[config.mk]
export PLATFORM = sky130hd
export DESIGN_NAME = wavetable_reader
export DESIGN_NICKNAME = d
export VERILOG_FILES = /design/src/rtl/wavetable_reader.sv
export SDC_FILE = /design/constraint.sdc
export NUM_CORES = 1
export LEC_CHECK = 0
export BUFFER_PORTS_ARGS = -buffer_cell sky130_fd_sc_hd__buf_2
export CAP_MARGIN = 20
export CELL_PAD_IN_SITES_DETAIL_PLACEMENT = 0
export CELL_PAD_IN_SITES_GLOBAL_PLACEMENT = 1
export CORE_ASPECT_RATIO = 1.2
export CORE_MARGIN = 1.5
export CORE_UTILIZATION = 45
export CTS_CLUSTER_SIZE = 14
export DETAILED_ROUTE_END_ITERATION = 6
export HOLD_SLACK_MARGIN = 0.05
export PLACE_DENSITY_LB_ADDON = 0.1
export SYNTH_ARGS = -nofsm -noshare
export SYNTH_HDL_FRONTEND = slang
export SYNTH_SLANG_ARGS = --single-unit
[constraint.sdc]
create_clock -name clk -period 8.1 [get_ports clk]
set_clock_uncertainty 0.2 [all_clocks]
set_input_delay 0.405 -clock clk [delete_from_list [all_inputs] [get_ports clk]]
set_output_delay 0.405 -clock clk [all_outputs]
set_load 0.05 [all_outputs]
[src/rtl/wavetable_reader.sv]
// wavetable_reader
//   Reads one interpolated sample for each of four voices per frame.
//   For each voice: look up {wfm_l, wfm_r, factor} in that voice's wavetable
//   RAM, read both waveform samples from the shared ROM at the voice's phase,
//   then blend them linearly by factor/256.
//
// Ports
//   clk, rst              clock, asynchronous active-high reset
//   sample_req            frame start, honoured only while idle
//   wtb_pos[23:0]         6-bit wavetable position per voice
//   phase[31:0]           8-bit phase per voice
//   wtb_ram_re[3:0]       one-hot per-voice RAM read enable
//   wtb_ram_addr_r[5:0]   RAM read address (clamped to the last entry)
//   wtb_ram_wfm_l_r, wtb_ram_wfm_r_r, wtb_ram_factor_r  RAM data, 1 cycle latency
//   wfm_rom_re, wfm_rom_addr[15:0], wfm_rom_data[7:0]  ROM port, 1 cycle latency
//   sample_out, sample_voice, sample_valid  interpolated result and strobe
//   busy, done            frame in progress / one-cycle end-of-frame pulse
module wavetable_reader #(
    parameter int unsigned WTB_RAM_SIZE = 61
) (
    input  logic        clk,
    input  logic        rst,
    input  logic        sample_req,
    input  logic [23:0] wtb_pos,
    input  logic [31:0] phase,
    output logic [3:0]  wtb_ram_re,
    output logic [5:0]  wtb_ram_addr_r,
    input  logic [7:0]  wtb_ram_wfm_l_r,
    input  logic [7:0]  wtb_ram_wfm_r_r,
    input  logic [7:0]  wtb_ram_factor_r,
    output logic        wfm_rom_re,
    output logic [15:0] wfm_rom_addr,
    input  logic [7:0]  wfm_rom_data,
    output logic [7:0]  sample_out,
    output logic [1:0]  sample_voice,
    output logic        sample_valid,
    output logic        busy,
    output logic        done
);

    localparam logic [5:0] MaxAddr = 6'(WTB_RAM_SIZE - 1);

    typedef enum logic [2:0] {
        StIdle,
        StRdWtb,
        StRdL,
        StRdR,
        StCalc,
        StNext,
        StDone
    } state_e;

    state_e      state_q, state_d;
    logic [23:0] pos_q, pos_d;
    logic [31:0] phase_q, phase_d;
    logic [1:0]  voice_q, voice_d;
    logic [7:0]  wfm_l_q, wfm_l_d;
    logic [7:0]  wfm_r_q, wfm_r_d;
    logic [7:0]  factor_q, factor_d;
    logic [7:0]  sample_l_q, sample_l_d;
    logic [7:0]  sample_out_q, sample_out_d;
    logic [1:0]  sample_voice_q, sample_voice_d;
    logic        sample_valid_q, sample_valid_d;

    logic [5:0]         cur_pos;
    logic [7:0]         cur_phase;
    logic [5:0]         cur_addr;
    logic signed [8:0]  diff;
    logic signed [17:0] prod;

    assign cur_pos   = pos_q[6*voice_q +: 6];
    assign cur_phase = phase_q[8*voice_q +: 8];
    assign cur_addr  = (cur_pos > MaxAddr) ? MaxAddr : cur_pos;

    // Signed blend: the shifted product never pushes sample_l outside 0..255.
    assign diff = $signed({1'b0, wfm_rom_data}) - $signed({1'b0, sample_l_q});
    assign prod = 18'(diff) * $signed({10'b0, factor_q});

    always_comb begin
        state_d        = state_q;
        pos_d          = pos_q;
        phase_d        = phase_q;
        voice_d        = voice_q;
        wfm_l_d        = wfm_l_q;
        wfm_r_d        = wfm_r_q;
        factor_d       = factor_q;
        sample_l_d     = sample_l_q;
        sample_out_d   = sample_out_q;
        sample_voice_d = sample_voice_q;
        sample_valid_d = 1'b0;
        unique case (state_q)
            StIdle: begin
                if (sample_req) begin
                    pos_d   = wtb_pos;
                    phase_d = phase;
                    voice_d = 2'd0;
                    state_d = StRdWtb;
                end
            end
            StRdWtb: state_d = StRdL;
            StRdL: begin
                wfm_l_d  = wtb_ram_wfm_l_r;
                wfm_r_d  = wtb_ram_wfm_r_r;
                factor_d = wtb_ram_factor_r;
                state_d  = StRdR;
            end
            StRdR: begin
                sample_l_d = wfm_rom_data;
                state_d    = StCalc;
            end
            StCalc: begin
                sample_out_d   = sample_l_q + 8'(prod >>> 8);
                sample_voice_d = voice_q;
                sample_valid_d = 1'b1;
                state_d        = StNext;
            end
            StNext: begin
                if (voice_q == 2'd3) begin
                    state_d = StDone;
                end else begin
                    voice_d = voice_q + 2'd1;
                    state_d = StRdWtb;
                end
            end
            StDone:  state_d = StIdle;
            default: state_d = StIdle;
        endcase
    end

    always_ff @(posedge clk or posedge rst) begin
        if (rst) begin
            state_q        <= StIdle;
            pos_q          <= '0;
            phase_q        <= '0;
            voice_q        <= '0;
            wfm_l_q        <= '0;
            wfm_r_q        <= '0;
            factor_q       <= '0;
            sample_l_q     <= '0;
            sample_out_q   <= '0;
            sample_voice_q <= '0;
            sample_valid_q <= 1'b0;
        end else begin
            state_q        <= state_d;
            pos_q          <= pos_d;
            phase_q        <= phase_d;
            voice_q        <= voice_d;
            wfm_l_q        <= wfm_l_d;
            wfm_r_q        <= wfm_r_d;
            factor_q       <= factor_d;
            sample_l_q     <= sample_l_d;
            sample_out_q   <= sample_out_d;
            sample_voice_q <= sample_voice_d;
            sample_valid_q <= sample_valid_d;
        end
    end

    // Read ports decode straight from state. The first ROM address uses the RAM
    // data bus directly, since that data only becomes valid during RD_L itself.
    always_comb begin
        wtb_ram_re     = 4'b0000;
        wtb_ram_addr_r = 6'd0;
        wfm_rom_re     = 1'b0;
        wfm_rom_addr   = 16'd0;
        if (state_q == StRdWtb) begin
            wtb_ram_re     = 4'b0001 << voice_q;
            wtb_ram_addr_r = cur_addr;
        end
        if (state_q == StRdL) begin
            wfm_rom_re   = 1'b1;
            wfm_rom_addr = {wtb_ram_wfm_l_r, cur_phase};
        end
        if (state_q == StRdR) begin
            wfm_rom_re   = 1'b1;
            wfm_rom_addr = {wfm_r_q, cur_phase};
        end
    end

    assign sample_out   = sample_out_q;
    assign sample_voice = sample_voice_q;
    assign sample_valid = sample_valid_q;
    assign busy         = (state_q != StIdle);
    assign done         = (state_q == StDone);

endmodule

==> impl_metrics.json <==
{
  "final_net_count": 980,
  "grt_max_degree": 59,
  "cts_buffer_depth": 2,
  "finalSetupViolCount": 0,
  "cp-start-kind": "flop",
  "clkTransAtPathRegs_ps": 70,
  "track_usage_pct": 20.1,
  "ys_top_cells_by_area": "dfrtp_1, fa_1, mux2_2, ha_1, inv_1",
  "finalHoldViolations": 0,
  "cp-end-kind": "flop",
  "clkSinkCount": 96,
  "wirelength_um": 16100,
  "dieHeight_um": 142,
  "final.fill_count": 1441,
  "cts_setup_buffers": 0,
  "worst-setup-path-type": "reg -> reg",
  "gr-total-overflow": 0,
  "worstMarginPinSlew_ps": 992,
  "status": "completed",
  "slew_headroom_pct": 33.9,
  "synth_flop_cell": "dfrtp_1",
  "tritoncts": "built",
  "start_util_pct": 46.1,
  "rsz0062_at_grt": "false",
  "synth_top_area_share_pct": 33.2,
  "synth_nets": 859,
  "fmax_ghz": 0.133,
  "worstPathMaxFanout": 8,
  "fin_area_mm2": 0.00840,
  "fin_crit_ps": 7510,
  "netlist_area_mm2": 0.00725,
  "first_pass_iters": 4,
  "syn2layout_area_growth_pct": 16.0,
  "critical_path.slowest_cell": "fa_1",
  "hold_path_class": "in -> reg",
  "max_cap_viol_count": 0,
  "die_area_mm2": 0.0169,
  "grt_pass1_wl_um": 26600,
  "coreArea_mm2": 0.0157,
  "place_congestion": 0.812,
  "synth_edf_count": 0,
  "clock_latency_ps": 350,
  "grt_pass1_vias": 5506,
  "dp_hpwl_um": 12700,
  "final_max_slew_viol_count": 0,
  "multi_input_area_mm2": 0.00435,
  "vias": 4961,
  "worst_ep_arrival_time_ps": 7580,
  "synthCells": 665,
  "syn_area_per_cell_um2": 10.9,
  "cts_root_buffer": "clkbuf_16",
  "drive_above_1_share_pct": 31.6,
  "worstPathRequired_ps": 8170,
  "numPlacedInstances": 982,
  "max_stage_delay_ps": 540,
  "seq_area_frac_synth_pct": 33.2,
  "cp_common_cell": "fa_1",
  "antenna_found_initial": 1,
  "ant_nets": 0,
  "cts_inserted_buffers": 9,
  "io_buffers": 130,
  "num_rows": 50,
  "period_share_pct": 92.8,
  "synth-seq-cells": 96,
  "async_reset_ff_share_pct": 100,
  "h-tree-depth": 3,
  "yosysTopAreaCell": "dfrtp_1",
  "via_per_inst": 4.96,
  "final-seq-area_mm2": 0.00240,
  "layoutNonFillerInstCount": 1000,
  "drtIter0Drc": 169,
  "floorplan.die.width_um": 119,
  "pre_cts_slack_ps": 246,
  "tns_ps": 0,
  "wl_per_cell_um": 16.1,
  "io_pins": 131,
  "yosysWarnings": 0,
  "drcViolationCount": 0,
  "fin_ws_ps": 586,
  "place_area_mm2": 0.00808,
  "ys_types": 47
}
-- synthesized netlist by cell type, drive strengths merged, types with 2 or more instances --
| library cell | count |
|---|---|
| inv | 99 |
| dfrtp | 96 |
| mux2 | 78 |
| fa | 56 |
| nand2 | 56 |
| ha | 47 |
| and2 | 40 |
| nor2 | 32 |
| o21ai | 21 |
| xnor2 | 19 |
| buf | 15 |
| nor2b | 15 |
| mux4 | 14 |
| clkbuf | 12 |
| a21oi | 10 |
| mux2i | 8 |
| nand2b | 8 |
| nor3 | 5 |
| o21a | 5 |
| xor2 | 4 |
| a21boi | 2 |
| a21o | 2 |
| and3 | 2 |
| o21bai | 2 |
| or3 | 2 |
-- final timing paths --
| path | from | endpoint | slack, ps | cells after the start |
|---|---|---|---|---|
| min reg2reg | sample_out[1]$_DFFE_PP0P_ | sample_out[1]$_DFFE_PP0P_ | 290 | 2 |
| max | sample_l_q[0]$_DFFE_PP0P_ | sample_out[7]$_DFFE_PP0P_ | 590 | 32 |
| max in group asynchronous | rst | pos_q[4]$_DFFE_PP0P_ | 6150 | 4 |
| min | phase[15] | phase_q[15]$_DFFE_PP0P_ | 90 | 2 |
| min in group asynchronous | rst | phase_q[26]$_DFFE_PP0P_ | 440 | 3 |
| max reg2reg | sample_l_q[0]$_DFFE_PP0P_ | sample_out[7]$_DFFE_PP0P_ | 590 | 32 |
-- cells by family (layout without fill, tap and decap cells) --
| group | count (synthesis) | after routing | synth area share [%] |
|---|---|---|---|
| simple gates | 166 | 166 | 11.3 |
| buf+inv | 126 | 252 | 6.98 |
| fa+ha+maj | 103 | 103 | 23.6 |
| mux | 100 | 100 | 17.6 |
| flops | 96 | 96 | 33.2 |
| compound gates | 50 | 50 | 4.28 |
| xor+xnor | 24 | 24 | 3.09 |
| other cells | 0 | 1 | 0 |
-- state kept, by name, summed over array words and instances, names as in the netlist --
register,count
wfm_r_q,8
sample_l_q,8
factor_q,8
state_q,3
sample_out,8
pos_q,24
sample_valid,1
phase_q,32
voice_q,2
sample_voice,2
-- placed cells by master, fill, tap and decap left out, types with 20 or more instances in the layout --
master	count
buf_2	130
nand2_1	56
dfrtp_1	96
mux2_2	78
o21ai_0	20
inv_1	98
fa_1	56
ha_1	47
and2_1	40
nor2_1	31
-- layout make-up --
| type | instances | area share [%] |
|---|---|---|
| Antenna cell | 1 | 0.0298 |
| Clock buffer | 11 | 2.89 |
| Clock inverter | 5 | 0.759 |
| Inverter | 99 | 4.45 |
| Multi-Input combinational cell | 443 | 51.8 |
| Sequential cell | 96 | 28.6 |
| Tap cell | 208 | 3.10 |
| Timing Repair Buffer | 137 | 8.40 |
-- metrics by stage --
step | util, % | hold slack (ps)
2_1_floorplan | - | 275
3_3_place_gp | 51.4 | 256
3_5_place_dp | 51.4 | 276
4_1_cts | 53.5 | 75.0
5_1_grt | 53.5 | 78.4
6_report | 53.5 | 85.7
-- per-layer routing --
layer	wire, um	track usage (%)	vias to the layer above
li1	-	-	2380
met1	6330	22.1	2480
met2	8770	38.3	84
met3	717	4.65	17
met4	286	6.34	0
met5	0	0	-
-- critical path, delay by kind of cell, from the launching register on --
family | cells | cell delay (ps)
adders and majority gates | 8 | 3180
buffers and inverters | 3 | 140
and+or+nand+nor | 5 | 570
xor gates and xnor gates | 3 | 840
DFF | 1 | 420
AOI/OAI and AO/OA | 13 | 2100
-- timing repair --
item	4_1_cts	5_1_grt
endpoints found under the hold margin	42	0
endpoints found under the setup margin	0	1
resized for setup	0	1
hold buffers	1	0
Power is left out: the tool's default activity adds up to more than one toggle a clock period on the data nets, which glitch-free logic cannot reach.
